--- src/rtl/sd_acq_seq_ctrl_if.sv ---
// Control/status bundle between the pulse-sequence FSM and the echo-acquisition sequencer.
// ACQ_SEQ_PHASE_ALT_EN adds the phase_sel receiver phase-cycling output.
interface sd_acq_seq_ctrl_if #(
    parameter int unsigned CW = 22,
    parameter int unsigned NW = 10
);
    logic          start;
    logic          abort;
    logic [CW-1:0] cfg_dead;
    logic [CW-1:0] cfg_win;
    logic [CW-1:0] cfg_period;
    logic [NW-1:0] cfg_necho;
    logic          busy;
    logic          acq_gate;
    logic          win_start;
    logic          win_end;
    logic [NW-1:0] echo_idx;
    logic          done;
    logic          cfg_err;
`ifdef ACQ_SEQ_PHASE_ALT_EN
    logic          phase_sel;
`endif

    modport master (
        output start, abort, cfg_dead, cfg_win, cfg_period, cfg_necho,
        input  busy, acq_gate, win_start, win_end, echo_idx, done, cfg_err
`ifdef ACQ_SEQ_PHASE_ALT_EN
        , input phase_sel
`endif
    );

    modport slave (
        input  start, abort, cfg_dead, cfg_win, cfg_period, cfg_necho,
        output busy, acq_gate, win_start, win_end, echo_idx, done, cfg_err
`ifdef ACQ_SEQ_PHASE_ALT_EN
        , output phase_sel
`endif
    );
endinterface

--- src/rtl/sd_acq_seq_ctrl.sv ---
// CPMG-style echo acquisition sequencer: N periods of dead time, acquisition window and gap.
// Optional ACQ_SEQ_PHASE_ALT_EN adds phase_sel = echo_idx[0] during a run.
module sd_acq_seq_ctrl #(
    parameter int unsigned CW = 22,
    parameter int unsigned NW = 10
) (
    input logic              dds,
    input logic              rst_n,
    sd_acq_seq_ctrl_if.slave bus
);

    typedef enum logic [2:0] {StIdle, StDead, StAcq, StGap, StDone} state_e;

    state_e        state_q, state_d;
    logic [CW-1:0] cyc_q, cyc_d;
    logic [CW-1:0] dead_q, dead_d;
    logic [CW-1:0] win_q, win_d;
    logic [CW-1:0] period_q, period_d;
    logic [NW-1:0] necho_q, necho_d;
    logic [NW-1:0] echo_q, echo_d;
    logic          start_ok, cfg_bad;

    logic busy_q, busy_d, gate_q, gate_d, ws_q, ws_d, we_q, we_d;
    logic done_q, done_d, err_q, err_d;

    // Segment of the echo period that a given cycle offset falls into.
    function automatic state_e seg_state(input logic [CW-1:0] cyc, input logic [CW-1:0] dead,
                                         input logic [CW-1:0] win);
        logic [CW:0] acq_end;
        acq_end = {1'b0, dead} + {1'b0, win};
        if (cyc < dead) return StDead;
        else if ({1'b0, cyc} < acq_end) return StAcq;
        else return StGap;
    endfunction

    assign cfg_bad = (bus.cfg_win == '0) || (bus.cfg_necho == '0) ||
                     (({1'b0, bus.cfg_dead} + {1'b0, bus.cfg_win}) > {1'b0, bus.cfg_period});
    assign start_ok = (state_q == StIdle) && bus.start && !bus.abort;

    always_ff @(posedge dds or negedge rst_n) begin
        if (!rst_n) begin
            state_q  <= StIdle;
            cyc_q    <= '0;
            dead_q   <= '0;
            win_q    <= '0;
            period_q <= '0;
            necho_q  <= '0;
            echo_q   <= '0;
        end else begin
            state_q  <= state_d;
            cyc_q    <= cyc_d;
            dead_q   <= dead_d;
            win_q    <= win_d;
            period_q <= period_d;
            necho_q  <= necho_d;
            echo_q   <= echo_d;
        end
    end

    always_comb begin
        state_d  = state_q;
        cyc_d    = cyc_q;
        dead_d   = dead_q;
        win_d    = win_q;
        period_d = period_q;
        necho_d  = necho_q;
        echo_d   = echo_q;
        unique case (state_q)
            StIdle: begin
                if (start_ok) begin
                    dead_d   = bus.cfg_dead;
                    win_d    = bus.cfg_win;
                    period_d = bus.cfg_period;
                    necho_d  = bus.cfg_necho;
                    echo_d   = '0;
                    cyc_d    = '0;
                    if (!cfg_bad) state_d = seg_state('0, bus.cfg_dead, bus.cfg_win);
                end
            end
            StDead, StAcq, StGap: begin
                if (bus.abort) begin
                    state_d = StIdle;
                    cyc_d   = '0;
                    echo_d  = '0;
                end else if (cyc_q == period_q - CW'(1)) begin
                    cyc_d = '0;
                    if (echo_q == necho_q - NW'(1)) begin
                        state_d = StDone;
                    end else begin
                        echo_d  = echo_q + NW'(1);
                        state_d = seg_state('0, dead_q, win_q);
                    end
                end else begin
                    cyc_d   = cyc_q + CW'(1);
                    state_d = seg_state(cyc_q + CW'(1), dead_q, win_q);
                end
            end
            StDone: begin
                state_d = StIdle;
                if (bus.abort) echo_d = '0;
            end
            default: state_d = StIdle;
        endcase
    end

    // Outputs are decoded from the next state so that the registered copies line up with it.
    always_comb begin
        busy_d = (state_d == StDead) || (state_d == StAcq) || (state_d == StGap);
        gate_d = (state_d == StAcq);
        ws_d   = gate_d && (cyc_d == dead_d);
        we_d   = gate_d && (({1'b0, cyc_d} + (CW+1)'(1)) == ({1'b0, dead_d} + {1'b0, win_d}));
        done_d = (state_d == StDone);
        err_d  = start_ok && cfg_bad;
    end

    always_ff @(posedge dds or negedge rst_n) begin
        if (!rst_n) begin
            busy_q <= 1'b0;
            gate_q <= 1'b0;
            ws_q   <= 1'b0;
            we_q   <= 1'b0;
            done_q <= 1'b0;
            err_q  <= 1'b0;
        end else begin
            busy_q <= busy_d;
            gate_q <= gate_d;
            ws_q   <= ws_d;
            we_q   <= we_d;
            done_q <= done_d;
            err_q  <= err_d;
        end
    end

    assign bus.busy      = busy_q;
    assign bus.acq_gate  = gate_q;
    assign bus.win_start = ws_q;
    assign bus.win_end   = we_q;
    assign bus.echo_idx  = echo_q;
    assign bus.done      = done_q;
    assign bus.cfg_err   = err_q;

`ifdef ACQ_SEQ_PHASE_ALT_EN
    logic phase_q;

    always_ff @(posedge dds or negedge rst_n) begin
        if (!rst_n) phase_q <= 1'b0;
        else        phase_q <= busy_d && echo_d[0];
    end

    assign bus.phase_sel = phase_q;
`endif

endmodule

--- src/flat_wrapper.sv ---
// flat-port wrapper written by rule: the top's interface ports become plain ports
module sd_acq_seq_ctrl_flat 
#(
    parameter int unsigned CW = 22,
    parameter int unsigned NW = 10
)
  (dds, rst_n, bus_start, bus_abort, bus_cfg_dead, bus_cfg_win, bus_cfg_period, bus_cfg_necho, bus_busy, bus_acq_gate, bus_win_start, bus_win_end, bus_echo_idx, bus_done, bus_cfg_err);
  sd_acq_seq_ctrl_if #(.CW(CW), .NW(NW)) bus_i ();
  input logic dds;
  input logic rst_n;
  input wire logic [$bits(bus_i.start)-1:0] bus_start;
  input wire logic [$bits(bus_i.abort)-1:0] bus_abort;
  input wire logic [$bits(bus_i.cfg_dead)-1:0] bus_cfg_dead;
  input wire logic [$bits(bus_i.cfg_win)-1:0] bus_cfg_win;
  input wire logic [$bits(bus_i.cfg_period)-1:0] bus_cfg_period;
  input wire logic [$bits(bus_i.cfg_necho)-1:0] bus_cfg_necho;
  output wire logic [$bits(bus_i.busy)-1:0] bus_busy;
  output wire logic [$bits(bus_i.acq_gate)-1:0] bus_acq_gate;
  output wire logic [$bits(bus_i.win_start)-1:0] bus_win_start;
  output wire logic [$bits(bus_i.win_end)-1:0] bus_win_end;
  output wire logic [$bits(bus_i.echo_idx)-1:0] bus_echo_idx;
  output wire logic [$bits(bus_i.done)-1:0] bus_done;
  output wire logic [$bits(bus_i.cfg_err)-1:0] bus_cfg_err;
  assign bus_i.start = bus_start;
  assign bus_i.abort = bus_abort;
  assign bus_i.cfg_dead = bus_cfg_dead;
  assign bus_i.cfg_win = bus_cfg_win;
  assign bus_i.cfg_period = bus_cfg_period;
  assign bus_i.cfg_necho = bus_cfg_necho;
  assign bus_busy = bus_i.busy;
  assign bus_acq_gate = bus_i.acq_gate;
  assign bus_win_start = bus_i.win_start;
  assign bus_win_end = bus_i.win_end;
  assign bus_echo_idx = bus_i.echo_idx;
  assign bus_done = bus_i.done;
  assign bus_cfg_err = bus_i.cfg_err;
  sd_acq_seq_ctrl #(.CW(CW), .NW(NW)) u_core (.dds(dds), .rst_n(rst_n), .bus(bus_i));
endmodule
--- config.mk ---
export PLATFORM = sky130hd
export DESIGN_NAME = sd_acq_seq_ctrl_flat
export DESIGN_NICKNAME = d
export VERILOG_FILES = /design/src/rtl/sd_acq_seq_ctrl_if.sv /design/src/rtl/sd_acq_seq_ctrl.sv /design/src/flat_wrapper.sv
export SDC_FILE = /design/constraint.sdc
export NUM_CORES = 1
export LEC_CHECK = 0
export ABC_AREA = 0
export CELL_PAD_IN_SITES_DETAIL_PLACEMENT = 0
export CELL_PAD_IN_SITES_GLOBAL_PLACEMENT = 2
export CORE_ASPECT_RATIO = 0.8
export CORE_MARGIN = 3
export CORE_UTILIZATION = 40
export CTS_CLUSTER_DIAMETER = 100
export DETAILED_ROUTE_END_ITERATION = 10
export GPL_ROUTABILITY_DRIVEN = 0
export HOLD_SLACK_MARGIN = 0.1
export PLACE_DENSITY = 0.84
export RECOVER_POWER = 25
export SYNTH_ARGS = -nofsm -noshare
export SYNTH_HDL_FRONTEND = slang
export SYNTH_SLANG_ARGS = --single-unit
--- constraint.sdc ---
create_clock -name dds -period 10.05 [get_ports dds]
set_clock_uncertainty 0.05 [all_clocks]
set_input_delay 2.5125 -clock dds [delete_from_list [all_inputs] [get_ports dds]]
set_output_delay 2.5125 -clock dds [all_outputs]
set_load 0.02 [all_outputs]
==> Word-level counts from Yosys, hierarchy flattened <==
Index checks and enable logic that the tools add are counted.
{ "totals": {"ram_bits": 0, "n_memories": 0, "register_bits": 117, "out_inout_bits": 16, "rom_bits": 0, "latch_bits": 0, "word_cells": 87, "inputBits": 80} }
{ "op_classes": {"add_sub_neg": 8, "muxes": 26, "bitwise": 0, "n_lt_le_gt_ge": 7, "shift": 0, "reduce_logical": 17, "n_mul": 0, "div": 0, "n_eq_ne": 16} }
{ "op_table": {"columns": ["cell", "count"], "rows": [
  ["22-bit two-way mux", 7],
  ["22-bit by 22-bit adder with 23-bit output", 3],
  ["10-bit two-way mux", 5],
  ["1-bit by 23-bit less-than comparator with 1-bit output (first input constant)", 2],
  ["22-bit equality test", 2],
  ["1-bit by 22-bit less-than comparator with 1-bit output (first input constant)", 2],
  ["22-bit case mux with 2 select lines", 1],
  ["10-bit case mux with 3 select lines", 1],
  ["3-bit two-way mux", 8],
  ["22-bit by 1-bit adder with 23-bit output (second input constant)", 1],
  ["23-bit equality test", 1],
  ["23-bit by 22-bit greater-than comparator with 1-bit output", 1],
  ["22-bit by 23-bit less-than comparator with 1-bit output", 1],
  ["22-bit by 1-bit adder with 22-bit output (second input constant)", 1],
  ["22-bit logical NOT", 1],
  ["22-bit less-than comparator", 1],
  ["22-bit by 1-bit subtractor with 22-bit output (second input constant)", 1],
  ["3-bit by 2-bit equality test with 1-bit output (second input constant)", 4],
  ["10-bit by 1-bit adder with 10-bit output (second input constant)", 1],
  ["10-bit equality test", 1],
  ["10-bit logical NOT", 1],
  ["10-bit by 1-bit subtractor with 10-bit output (second input constant)", 1],
  ["3-bit by 1-bit equality test with 1-bit output (second input constant)", 2],
  ["3-bit equality test (second input constant)", 2],
  ["other kinds (14)", 23]
]} }

==> Depth between registers and ports, before layout <==
Gate-level depths: netlist of the first run.
{ "depth": {"ltp_word": 11, "depth_mapped": 26, "mapped_depth_nobuf": 26} }

==> Least setup slack after synthesis of the first run <==
Ideal clock, no wire load.
{ "synth_timing": {"kind": "in2reg", "from": "input bus_abort", "to": "register u_core.we_q (netlist: u_core.bus.win_end)", "slack_ps": 2437, "setup_ps": 96, "path_buffers": 3, "required_time_ps": 9904, "cell_stages": 20, "arrival_time_ps": 7467, "path_cell_list": "nand2b_1 -> nor4_1 -> clkbuf_1 -> clkbuf_1 -> clkbuf_1 -> mux2_2 -> ha_1 -> fa_1 -> a21o_1 -> a211oi_1 -> nor2_1 -> nor2_1 -> o21bai_1 -> a21oi_1 -> xnor2_1 -> or4_1 -> or4_1 -> a2111oi_2 -> o211ai_1 -> nor4_2"} }
{ "synth_between": {"elab_chain_cells": 7, "elab_cells_between_ends": 17, "cone_classes": "add/sub: 2; eq/ne: 2; mux: 10; reduce/logical: 3"} }
{ "synth_lines": {"columns": ["item", "line_no", "text"], "rows": [
  ["from (decl)", "flat_wrapper.sv:12", "input wire logic [$bits(bus_i.abort)-1:0] bus_abort;"],
  ["1-bit logical NOT", "sd_acq_seq_ctrl.sv:38", "assign start_ok = (state_q == StIdle) && bus.start && !bus.abort;"],
  ["1-bit logical AND", "sd_acq_seq_ctrl.sv:38", null],
  ["22-bit two-way mux", "sd_acq_seq_ctrl.sv:70", "if (start_ok) begin"],
  ["22-bit two-way mux", "sd_acq_seq_ctrl.sv:68", "unique case (state_q)"],
  ["net u_core.win_d[0]", "sd_acq_seq_ctrl.sv:17", "logic [CW-1:0] win_q, win_d;"],
  ["22-bit by 22-bit adder with 23-bit output", "sd_acq_seq_ctrl.sv:111", "we_d = gate_d && (({1'b0, cyc_d} + (CW+1)'(1)) == ({1'b0, dead_d} + {1'b0, win_d}));"],
  ["23-bit equality test", "sd_acq_seq_ctrl.sv:111", null],
  ["1-bit logical AND", "sd_acq_seq_ctrl.sv:111", null],
  ["net u_core.we_d", "sd_acq_seq_ctrl.sv:23", "logic busy_q, busy_d, gate_q, gate_d, ws_q, ws_d, we_q, we_d;"],
  ["to (signal assigned)", "sd_acq_seq_ctrl.sv:128", "we_q <= we_d;"],
  ["to (decl)", "sd_acq_seq_ctrl.sv:23", null]
]} }
The timed path passes the listed nets, and every way through them passes these cells.
A chain may end at the register's enable or synchronous reset.

==> Worst setup path in the final report of the first run <==
{ "layout_timing": {"from": "register u_core.period_q[0]", "to": "register u_core.ws_q (netlist: u_core.bus.win_start)"} }
{ "layout_between": {"elab_chain_cells": 7, "elab_cells_between_ends": 11, "cone_classes": "add/sub: 1; eq/ne: 3; mux: 6; reduce/logical: 1"} }
{ "layout_lines": {"columns": ["item", "line_no", "text"], "rows": [
  ["from (decl)", "sd_acq_seq_ctrl.sv:18", "logic [CW-1:0] period_q, period_d;"],
  ["from (signal assigned)", "sd_acq_seq_ctrl.sv:54", "period_q <= period_d;"],
  ["22-bit by 1-bit subtractor with 22-bit output (*)", "sd_acq_seq_ctrl.sv:85", "end else if (cyc_q == period_q - CW'(1)) begin"],
  ["22-bit equality test (*)", "sd_acq_seq_ctrl.sv:85", null],
  ["22-bit two-way mux / 3-bit two-way mux (equally long branches)", "sd_acq_seq_ctrl.sv:85", null],
  ["22-bit two-way mux / 3-bit two-way mux (equally long branches)", "sd_acq_seq_ctrl.sv:81", "if (bus.abort) begin"],
  ["22-bit case mux with 2 select lines / 3-bit case mux with 2 select lines (equally long branches)", "sd_acq_seq_ctrl.sv:68", null],
  ["22-bit equality test / 3-bit by 2-bit equality test with 1-bit output (equally long branches)", "sd_acq_seq_ctrl.sv:110, sd_acq_seq_ctrl.sv:109", null],
  ["1-bit logical AND (*)", "sd_acq_seq_ctrl.sv:110", "ws_d = gate_d && (cyc_d == dead_d);"],
  ["net u_core.ws_d", "sd_acq_seq_ctrl.sv:23", null],
  ["to (signal assigned)", "sd_acq_seq_ctrl.sv:127", "ws_q <= ws_d;"],
  ["to (decl)", "sd_acq_seq_ctrl.sv:23", null]
]} }
The timed path passes the listed nets; every way through them passes the cells marked *.

==> summary.md, run 1 <==
| Metric | Value |
|---|---|
| Outcome | complete, but fails checks |
| Failing checks | max-capacitance violations, max-slew violations |
| Commonest non-fill, non-tap cells in the layout | 135 x ha_1, 117 x dfrtp_1, 115 x nand2_1 |
| Switching Share | 0.4229 |
| Syn avg cell area | 8.478 um^2 |
| Crit-path max FO | 20 |
| Final wirelength | 42,330 um |
| Fin. Hold Viols | 0 |
| Fin. max-slew vios | between 100 and 150 |
| Int Pwr | 1567 uW |
| Initial core utilization | 0.4096 |
| Post-route cell area | 14,010 um^2 |
| Share of total power in the clock network | 0.238 |
| Max VDD drop | around 0.13 mV |
| Tot GR Track Use | 0.2592 |
| Ports | 96 |
| Grt ovf | 0 |
| # resized after CTS | 0 |
| Vias after detailed routing | 11,182 |
| EDFF count, synth | 0 |
| Clock Latency Late Sink | 0.43 ns |
| Cells after Synth | 1,425 |
| Post-DRT Antenna Nets | 0 |
| Pwr dens | 193.7 nW/um^2 |
| CTS tree | yes |
| IO Port Bufs | 95 |
| CTS Root Cell | clkbuf_16 |
| Fin Setup TNS | 0 ns |
| Syn_nets | ~1,600 |
| Leakage | 0.006059 uW |
| Num CTS Buffers | 17 |
| Layout cells sized above 1 | 0.08108 |
| Worst EP required | roughly 10 ns |
| Dpl hpwl | 34,480 um |
| Max_slew headroom | -1.565 |
| Fmax | 0.1172 GHz |
| First-pass GRT wire length | 64,530 um |
| Post-Syn Area | 12,080 um^2 |
| Die H | 161.4 um |
| Vias in the first global route | 10,747 |
| Layout area overhead | 16.00% |
| Comb power frac | 0.520 |
| Clock Pin Slew Worst Setup and Hold Paths | 0.06 ns |
| Flops & latches, synth | 117 |
| Ys Warns | 0 |
| Hold_ws | 0.4829 ns |
| CP startpoint kind | flip-flop |
| CORE AREA | 29,500 um^2 |
| Total of max-cap violations | 3 |
| Yosys cell types | 91 |
| Post-synthesis sequential area ratio | 0.2423 |
| Final count of negative-setup-slack endpoints | 0 |
| Worst setup margin | 1.517 ns |
| Clock tree buffer depth | 2 |
| Die Area | 32,340 um^2 |
| 1st-iter DRT viols | 937 |
| Worst Max-Slew Pin Slew | 3.848 ns |
| DIE WIDTH | 200.3 um |
| Postcts setup bufs | 0 |
| Cts hold-fix bufs | 0 |
| TritonCTS sink count | around 120 |
| Crit Path Category | reg2reg |
| Initial antenna violation count | 3 |
| Pin count of the biggest net entering global routing | 69 |
| DRC Markers | 0 |
| Crit path DAT | 8.77 ns |
| Asr flop ratio synth | 1.000 |
| CP endpoint kind | flip-flop |
| DR WL/cell | 22.01 um |
| Row count | 56 |
| DR vias/cell | 5.815 |
| Total power draw | about 2700 uW |
| Period minus WS final | around 8.5 ns |
| Diodes inserted | 0 |
| Placed Area | 13,440 um^2 |
| Hold crit path type | reg2reg |
| Most common cell after layout, fill and taps aside | ha_1 |
| Psw | 1148 uW |
| DP Worst Slack | between 1.5 and 2 ns |
| # nets final | about 1,700 |
| Seq pwr share | 0.241 |
| Primary FF master, synth | dfrtp_1 |
| Crit share post-route | 0.8491 |
| DR pass1 iterations | 7 |
| RSZ-0062 raised after global routing | false |
| H-tree levels | 4 |
==> cells in the mapped netlist (all sizes together), types with 6 or more instances <==
cell type	instances	area (um^2)
nor3	32	165.2
dfrtp	117	2928
o211ai	13	102.6
nor4	36	252.7
and2	12	75.07
a2111oi	7	105.1
a22o	6	52.55
clkbuf	34	127.6
xor2	56	490.5
a31oi	15	93.84
o21bai	7	52.55
o31ai	16	120.1
ha	135	1689
and3	17	106.4
nor2b	20	125.1
a21o	27	202.7
nand2b	23	143.9
nand4	28	181.4
nand3b	7	52.55
mux2	51	574.3
a21oi	82	410.4
a211oi	8	65.06
o21ai	102	510.5
xnor2	106	928.4
inv	81	304.0
nand2	117	449.2
nand3	41	205.2
buf	13	78.82
or4	11	82.58
nor2	83	311.6
or3	17	106.4
o21a	15	112.6
==> kinds of logic after synthesis <==
kind of cell	after synthesis	share of synthesized area
compound gates	357	0.1969
xor+xnor	163	0.1194
fa+ha+maj	138	0.1448
buf+inv	129	0.04256
flops	117	0.2423
mux	55	0.05085
simple gates	466	0.2032
==> path summary, 6_finish.rpt <==
kind	from	end	slack, ns	cells after the start
worst max-delay path	u_core.period_q[0]$_DFFE_PN0P_	u_core.bus.win_start$_DFF_PN0_	1.52	17
worst min-delay path	u_core.period_q[21]$_DFFE_PN0P_	u_core.period_q[21]$_DFFE_PN0P_	0.48	1
worst max register to register	u_core.period_q[0]$_DFFE_PN0P_	u_core.bus.win_start$_DFF_PN0_	1.52	17
worst min register to register	u_core.period_q[21]$_DFFE_PN0P_	u_core.period_q[21]$_DFFE_PN0P_	0.48	1
max in group asynchronous	rst_n	u_core.win_q[5]$_DFF_PN0_	2.11	2
min in group asynchronous	rst_n	u_core.necho_q[7]$_DFFE_PN0P_	3.03	1
==> state kept, by name, summed over array words and instances, names as in the netlist <==
register	count
u_core.bus.acq_gate	1
u_core.cyc_q	22
u_core.bus.busy	1
u_core.period_q	22
u_core.bus.win_end	1
u_core.bus.win_start	1
u_core.dead_q	22
u_core.bus.echo_idx	10
u_core.state_q	3
u_core.bus.done	1
u_core.bus.cfg_err	1
u_core.necho_q	10
u_core.win_q	22
==> critical path: stages (launching register included) <==
cell and delay [ns]:
dfrtp_1 0.45, inv_1 0.11, ha_1 0.21, nor3b_4 0.46, nand4_1 0.26, o21ai_0 0.31
a21oi_1 0.11, a31o_2 0.23, a2111oi_0 2.29, nand2_2 0.86, or3_1 0.90, nor4b_1 0.46
nand4_1 0.18, nor4b_1 0.40, o2111ai_1 0.50, o311ai_0 0.30, buf_4 0.23, nor3_1 0.07
==> power by group through the flow <==
stage	Combinational [uW]	Sequential (uW)	Clock, uW
after detailed placement	1390	661	0
after floorplan	1070	610	0
after global routing	1570	666	672
after global placement	1380	660	0
final	1410	655	647
after CTS	1400	653	654
==> layer usage <==
layer	global-route usage	vias up	share of wire
met5	0	-	0.00026
met4	0.05107	2	0.015
met3	0.05460	42	0.074
met2	0.3981	368	0.43
met1	0.3781	5393	0.48
li1	-	5377	-
==> area by class of cell <==
class,instances,area [um^2]
Tap cell,406,508.0
Inverter,82,307.8
Fill cell,2859,15480
Multi-Input combinational cell,1179,8632
Sequential cell,117,2928
Timing Repair Buffer,108,1039
Clock inverter,9,126.4
Clock buffer,22,474.2
==> through the flow <==
| stage | std cells | utilization |
|---|---|---|
| floorplan | 1425 | - |
| global placement | 1892 | 0.4556 |
| detailed placement | 1892 | 0.4556 |
| CTS | 1923 | 0.4760 |
| global route | 1923 | 0.4751 |
| finish | 1923 | 0.4751 |
No activity file was read; power rests on OpenSTA's default activity.
==> run 2, diff against run 1 <==
Settings changed: CORE_UTILIZATION 40 to 33, PLACE_DENSITY 0.84 to 0.73.
Clock period 10.05 ns to 7.5 ns, I/O delays scaled along.
==> summary.md, run 2 (synthesis results as in run 1) <==
| Metric | Value |
|---|---|
| Outcome | complete, but fails checks |
| Failing checks | max-capacitance violations, max-slew violations |
| Max_slew headroom | -1.150 (+0.4152) |
| Fillcell total | 3,712 (+30%) |
| CORE AREA | 35,990 um^2 (+22%) |
| Diodes inserted | 0 (unchanged) |
| Row count | 62 (+11%) |
| Clock tree buffer depth | 2 (unchanged) |
| Ports | 96 (unchanged) |
| Period minus WS final | 6.981 ns |
| Clock Latency Late Sink | 0.43 ns (about the same) |
| Most common cell after layout, fill and taps aside | ha_1 |
| DRC Markers | 0 (unchanged) |
| 1st-iter DRT viols | 779 (-17%) |
| Dpl hpwl | 37,320 um (+8.2%) |
| Worst hold path startpoint | u_core.period_q[21]$_DFFE_PN0P_ |
| Post-DRT Antenna Nets | 0 (unchanged) |
| Worst EP required | 7.82 ns (-2.47 ns) |
| Layout cells sized above 1 | 0.09623 (+0.01515) |
| CP startpoint kind | input port |
| Total of max-cap violations | 2 (-1) |
| Worst Max-Slew Pin Slew | 3.225 ns (-0.6228 ns) |
| RSZ-0062 raised after global routing | false |
| First-pass GRT wire length | 68,740 um (+6.5%) |
| CTS tree | yes |
| DR WL/cell | 22.44 um (+1.9%) |
| R2R Path Start | u_core.dead_q[0]$_DFF_PN0_ |
| Top Layer Used | met5 |
| Clock Pin Slew Worst Setup and Hold Paths | 0.06 ns (about the same) |
| Crit share post-route | 0.9308 |
| # nets final | 1,743 (+1.2%) |
| Grt ovf | 0 (unchanged) |
| Postcts setup bufs | 0 (unchanged) |
| Initial core utilization | 0.3357 (-0.07392) |
| Leakage | 0.006195 uW (+2.2%) |
| Post-Route M1 WL | 21,860 um (+6.6%) |
| R2R setup slack | 1.14 ns (-0.38 ns) |
| CP delay by family, top | compound AO/OA/AOI/OAI gates |
| Pwr dens | 264.1 nW/um^2 (+36%) |
| Hold crit path type | reg2reg |
| Tot GR Track Use | 0.2365 (-0.02270) |
| Area of the multi-input gates | 8651 um^2 (+0.22%) |
| Final Util | 0.3990 (-0.07608) |
| Reg area | 2928 um^2 (unchanged) |
| Final count of negative-setup-slack endpoints | 0 (unchanged) |
| CTS Root Cell | clkbuf_16 |
| Die H | 177.1 um (+9.7%) |
| DIE WIDTH | 219.9 um (+9.8%) |
| Fmax | about 0.14 GHz |
| Initial antenna violation count | 2 (-1) |
| Commonest non-fill, non-tap cells in the layout | 135 x ha_1, 117 x dfrtp_1, 115 x nand2_1 |
| Pin count of the biggest net entering global routing | 64 (-7.2%) |
| Placed Area | 13,680 um^2 (+1.8%) |
| TritonCTS sink count | 117 (unchanged) |
| Cts hold-fix bufs | 0 (unchanged) |
| Fin Setup TNS | 0 ns (unchanged) |
| IO Port Bufs | 95 (unchanged) |
| # resized after CTS | 0 (unchanged) |
| H-tree levels | 4 (unchanged) |
| Vias in the first global route | 11,222 (+4.4%) |
| Vias after detailed routing | 11,200 (+0.16%) |
| Worst R2R Path Depth | 21 (+4) |
| DR vias/cell | 5.550 (-4.6%) |
| Hold EP | u_core.period_q[21]$_DFFE_PN0P_ |
| Fin. max-slew vios | 120 (-7.0%) |
| Crit-path max FO | 5 (-75%) |
| Post-route cell area | 14,360 um^2 (+2.5%) |
| CP endpoint kind | flip-flop |
| Slowest cell on crit path | clkdlybuf4s50_1 |
| WL met3 | 3036 um (-2.6%) |
| CP Buf/Inv Count | 2 (unchanged) |
| Total power draw | 3793 uW (+40%) |
| Most used cell, CP | a21oi_1 |
| Fin. Hold Viols | 0 (unchanged) |
| CP peak stage delay | 0.52 ns (-1.77 ns) |
| Metal2 WL | 19,340 um (+7.1%) |
| Reg-to-reg endpoint | u_core.bus.busy$_DFF_PN0_ |
| Num CTS Buffers | 17 (unchanged) |
| WHS Path Cells | 1 (unchanged) |
| Final wirelength | 45,280 um (+7.0%) |
| Max VDD drop | 0.1268 mV (+0.66%) |
| Crit Path Category | in2reg |
| Crit path DAT | 7.30 ns (-1.47 ns) |
| DR pass1 iterations | 5 (-2) |
| Layout area overhead | 18.88% |
| Die Area | 38,960 um^2 (+20%) |
==> run 2: cell types whose count changed in the layout (fill, tap and decap cells not counted), moves of 2 or more <==
cell       delta
buf_4        +20
bufinv_16     +2
clkbuf_1      -3
clkbuf_8      +2
clkinv_2      -4
==> run 2: power breakdown <==
part	leakage, uW	internal, uW	switching, uW
Combinational	0.00439	847	1090
Sequential	0.00148	734	149
Clock	0.000329	637	334
==> run 2: layout make-up <==
| cell class | count | share of cell area |
|---|---|---|
| clock buffer | 22 | 0.03441 |
| tap | 480 | 0.04182 |
| inverter | 82 | 0.02143 |
| clock inverter | 10 | 0.01333 |
| multi-input combinational | 1179 | 0.6023 |
| sequential | 117 | 0.2039 |
| timing repair buffer | 128 | 0.08285 |
==> run 2: how the worst max path moves through the flow <==
stage	end	cells after the start	from
CTS	u_core.bus.busy$_DFF_PN0_	25	bus_cfg_dead[0]
finish	u_core.bus.busy$_DFF_PN0_	25	bus_cfg_dead[0]
floorplan	u_core.bus.win_end$_DFF_PN0_	20	bus_abort
global placement	u_core.bus.win_start$_DFF_PN0_	28	bus_cfg_win[1]
detailed placement	u_core.bus.win_start$_DFF_PN0_	25	bus_cfg_dead[0]
global route	u_core.bus.busy$_DFF_PN0_	28	bus_cfg_win[1]
==> run 2: metal layers <==
metal / vias to the layer above / GRT usage
li1: 5418 / -
met1: 5434 / 0.3400
met2: 295 / 0.3561
met3: 51 / 0.05354
met4: 2 / 0.06248
met5: - / 0
==> run 2: per-stage QoR <==
step | setup slack, ns | hold slack, ns | instances
after floorplan | 0.5246 | 0.4508 | 1425
after global placement | 0.2727 | 0.4599 | 1986
after detailed placement | 0.1205 | 0.4668 | 1986
after CTS | 0.5560 | 0.4804 | 2018
after global routing | 0.03956 | 0.4890 | 2018
final | 0.5189 | 0.4791 | 2018
==> run 3, diff against run 2 <==
Settings changed: CORE_UTILIZATION 33 to 40, DONT_BUFFER_PORTS set to 1, PLACE_DENSITY 0.73 to 0.77.
Clock period 7.5 ns to 7.8 ns, I/O delays scaled along.
==> summary.md, run 3 (synthesis results as in run 1) <==
| Metric | Value |
|---|---|
| Final Util | 0.4453 (+0.04631) |
| Outcome | completed |
| Postcts setup bufs | 0 (unchanged) |
| Crit path DAT | 7.00 ns (-0.30 ns) |
| DR WL/cell | 23.59 um (+5.1%) |
| Fillcell total | 3,007 (-19%) |
| Ports | 96 (unchanged) |
| Row count | 56 (-9.7%) |
| Layout cells sized above 1 | 0.08919 (-0.007043) |
| Leakage | 0.005713 uW (-7.8%) |
| Most common cell after layout, fill and taps aside | ha_1 |
| RSZ-0062 raised after global routing | false |
| Reg area | 2928 um^2 (unchanged) |
| Area of the multi-input gates | 8651 um^2 (unchanged) |
| Crit share post-route | 0.8663 |
| Crit path from | bus_cfg_win[0] |
| Initial core utilization | 0.4096 (+0.07392) |
| Crit Path Category | in2reg |
| Fin Setup TNS | 0 ns (unchanged) |
| Initial antenna violation count | 7 (+5) |
| Hold_ws | 0.4830 ns (+0.003891 ns) |
| Clock Latency Late Sink | 0.43 ns (about the same) |
| # resized after CTS | 0 (unchanged) |
| Die H | 161.4 um (-8.9%) |
| Hold crit path type | reg2reg |
| CP endpoint kind | flip-flop |
| Final wirelength | 43,190 um (-4.6%) |
| TritonCTS sink count | 117 (unchanged) |
| 1st-iter DRT viols | 801 (+2.8%) |
| DRC Markers | 0 (unchanged) |
| Die Area | 32,340 um^2 (-17%) |
| Layout area overhead | 8.730% |
| Cts hold-fix bufs | 0 (unchanged) |
| H-tree levels | 4 (unchanged) |
| DIE WIDTH | 200.3 um (-8.9%) |
| Clock Pin Slew Worst Setup and Hold Paths | 0.06 ns (about the same) |
| Post-route insts no fill | 1,831 (-9.3%) |
| Vias in the first global route | 10,305 (-8.2%) |
| Dpl hpwl | 35,380 um (-5.2%) |
| Num CTS Buffers | 17 (unchanged) |
| R2R Path Start | u_core.dead_q[0]$_DFF_PN0_ |
| Fin. Hold Viols | 0 (unchanged) |
| CTS tree | yes |
| Crit-path max FO | 5 (unchanged) |
| IO Port Bufs | 0 (-100%) |
| Worst Max-Slew Pin Slew | 1.095 ns (-2.130 ns) |
| DR vias/cell | 5.869 (+5.7%) |
| Post-placement cell count | 1,798 (-9.5%) |
| Worst EP required | 8.04 ns (+0.22 ns) |
| Total of max-cap violations | 0 (-2) |
| CTS Root Cell | clkbuf_16 |
| Vias after detailed routing | 10,746 (-4.1%) |
| Fin. max-slew vios | 0 (-100%) |
| First-pass GRT wire length | 65,180 um (-5.2%) |
| Final count of negative-setup-slack endpoints | 0 (unchanged) |
| Clock tree buffer depth | 2 (unchanged) |
| CP startpoint kind | input port |
| Max VDD drop | 0.1536 mV (+21%) |
| Pwr dens | 264.3 nW/um^2 (+0.10%) |
| Pin count of the biggest net entering global routing | 118 (+84%) |
| # nets final | 1,629 (-6.5%) |
| Fmax | between 0.1 and 0.15 GHz |
| CORE AREA | 29,500 um^2 (-18%) |
| Post-DRT Antenna Nets | 0 (unchanged) |
| DR pass1 iterations | 6 (+1) |
| Commonest non-fill, non-tap cells in the layout | 135 x ha_1, 117 x dfrtp_1, 115 x nand2_1 |
| Period minus WS final | just under 7 ns |
| Grt ovf | 0 (unchanged) |
| Worst hold path startpoint | u_core.period_q[21]$_DFFE_PN0P_ |
| Max_slew headroom | 0.2700 (+1.420) |
| Tot GR Track Use | 0.2665 (+0.03000) |
[run 3: cell types whose count changed in the layout (fill, tap and decap cells not counted), sizes merged]
cell and change:
clkdlybuf4s50 -94, buf -18, bufinv -1, clkbuf -3, diode +1, clkinv +1
clkinvlp +1
[run 3: final timing paths]
check                                                  endpoint  slack [ns]  cells past startpoint
worst max-delay path             u_core.bus.win_start$_DFF_PN0_        1.04                     24
worst min-delay path            u_core.period_q[21]$_DFFE_PN0P_        0.48                      1
worst max register to register        u_core.bus.busy$_DFF_PN0_        1.43                     21
worst min register to register  u_core.period_q[21]$_DFFE_PN0P_        0.48                      1
max in group asynchronous             u_core.win_q[1]$_DFF_PN0_        6.30                      0
min in group asynchronous         u_core.necho_q[9]$_DFFE_PN0P_        1.16                      0
[run 3: layout make-up]
class / instances / share of cell area
diodes: 1 / 0.0001905
clock buffers: 21 / 0.03505
clock inverters: 11 / 0.01324
inverters: 82 / 0.02343
multi-input cells: 1179 / 0.6585
flip-flops and latches: 117 / 0.2229
well taps: 406 / 0.03867
repair buffers: 14 / 0.008001
[run 3: worst max-delay path, stage by stage]
cell	delay, ns
ha_1	0.23
fa_1	0.41
a21o_1	0.17
a21oi_1	0.26
o21ba_2	0.19
o21a_1	0.17
nor2b_1	0.07
a41oi_1	0.30
o21bai_1	0.12
a31o_2	0.26
a21oi_1	0.26
xnor2_1	0.17
ha_1	0.27
o21ai_0	0.08
nand2b_1	0.07
a21oi_1	0.14
a32oi_1	0.08
nor3_1	0.20
and2_1	0.35
o211ai_1	0.14
or4_1	0.45
o311ai_0	0.36
buf_4	0.23
nor3_1	0.07
[run 3: per-layer routing]
metal | GRT usage | up-vias | wire length (um) | part of all wire
met3 | 0.08382 | 34 | 3405 | 0.079
li1 | - | 5210 | - | -
met5 | 0 | - | 21 | 0.00049
met4 | 0.05075 | 4 | 532 | 0.012
met2 | 0.3962 | 307 | 18150 | 0.42
met1 | 0.3827 | 5191 | 21080 | 0.49
[run 3: stage by stage]
stage	cell area, um^2	total power (uW)	worst slack (ns)
floorplan	12080	2168	0.7496
global placement	12500	2578	0.7114
detailed placement	12500	2579	0.6339
CTS	13130	3471	1.061
global route	13130	3736	0.5192
finish	13140	3473	1.043
[run 3: power by group]
group	total, uW	internal [uW]	leakage, uW	switching [uW]
combinational	1740	753	0.00394	992
sequential	853	706	0.00148	147
clock	875	553	0.000300	322
total	3470	2010	0.00571	1460
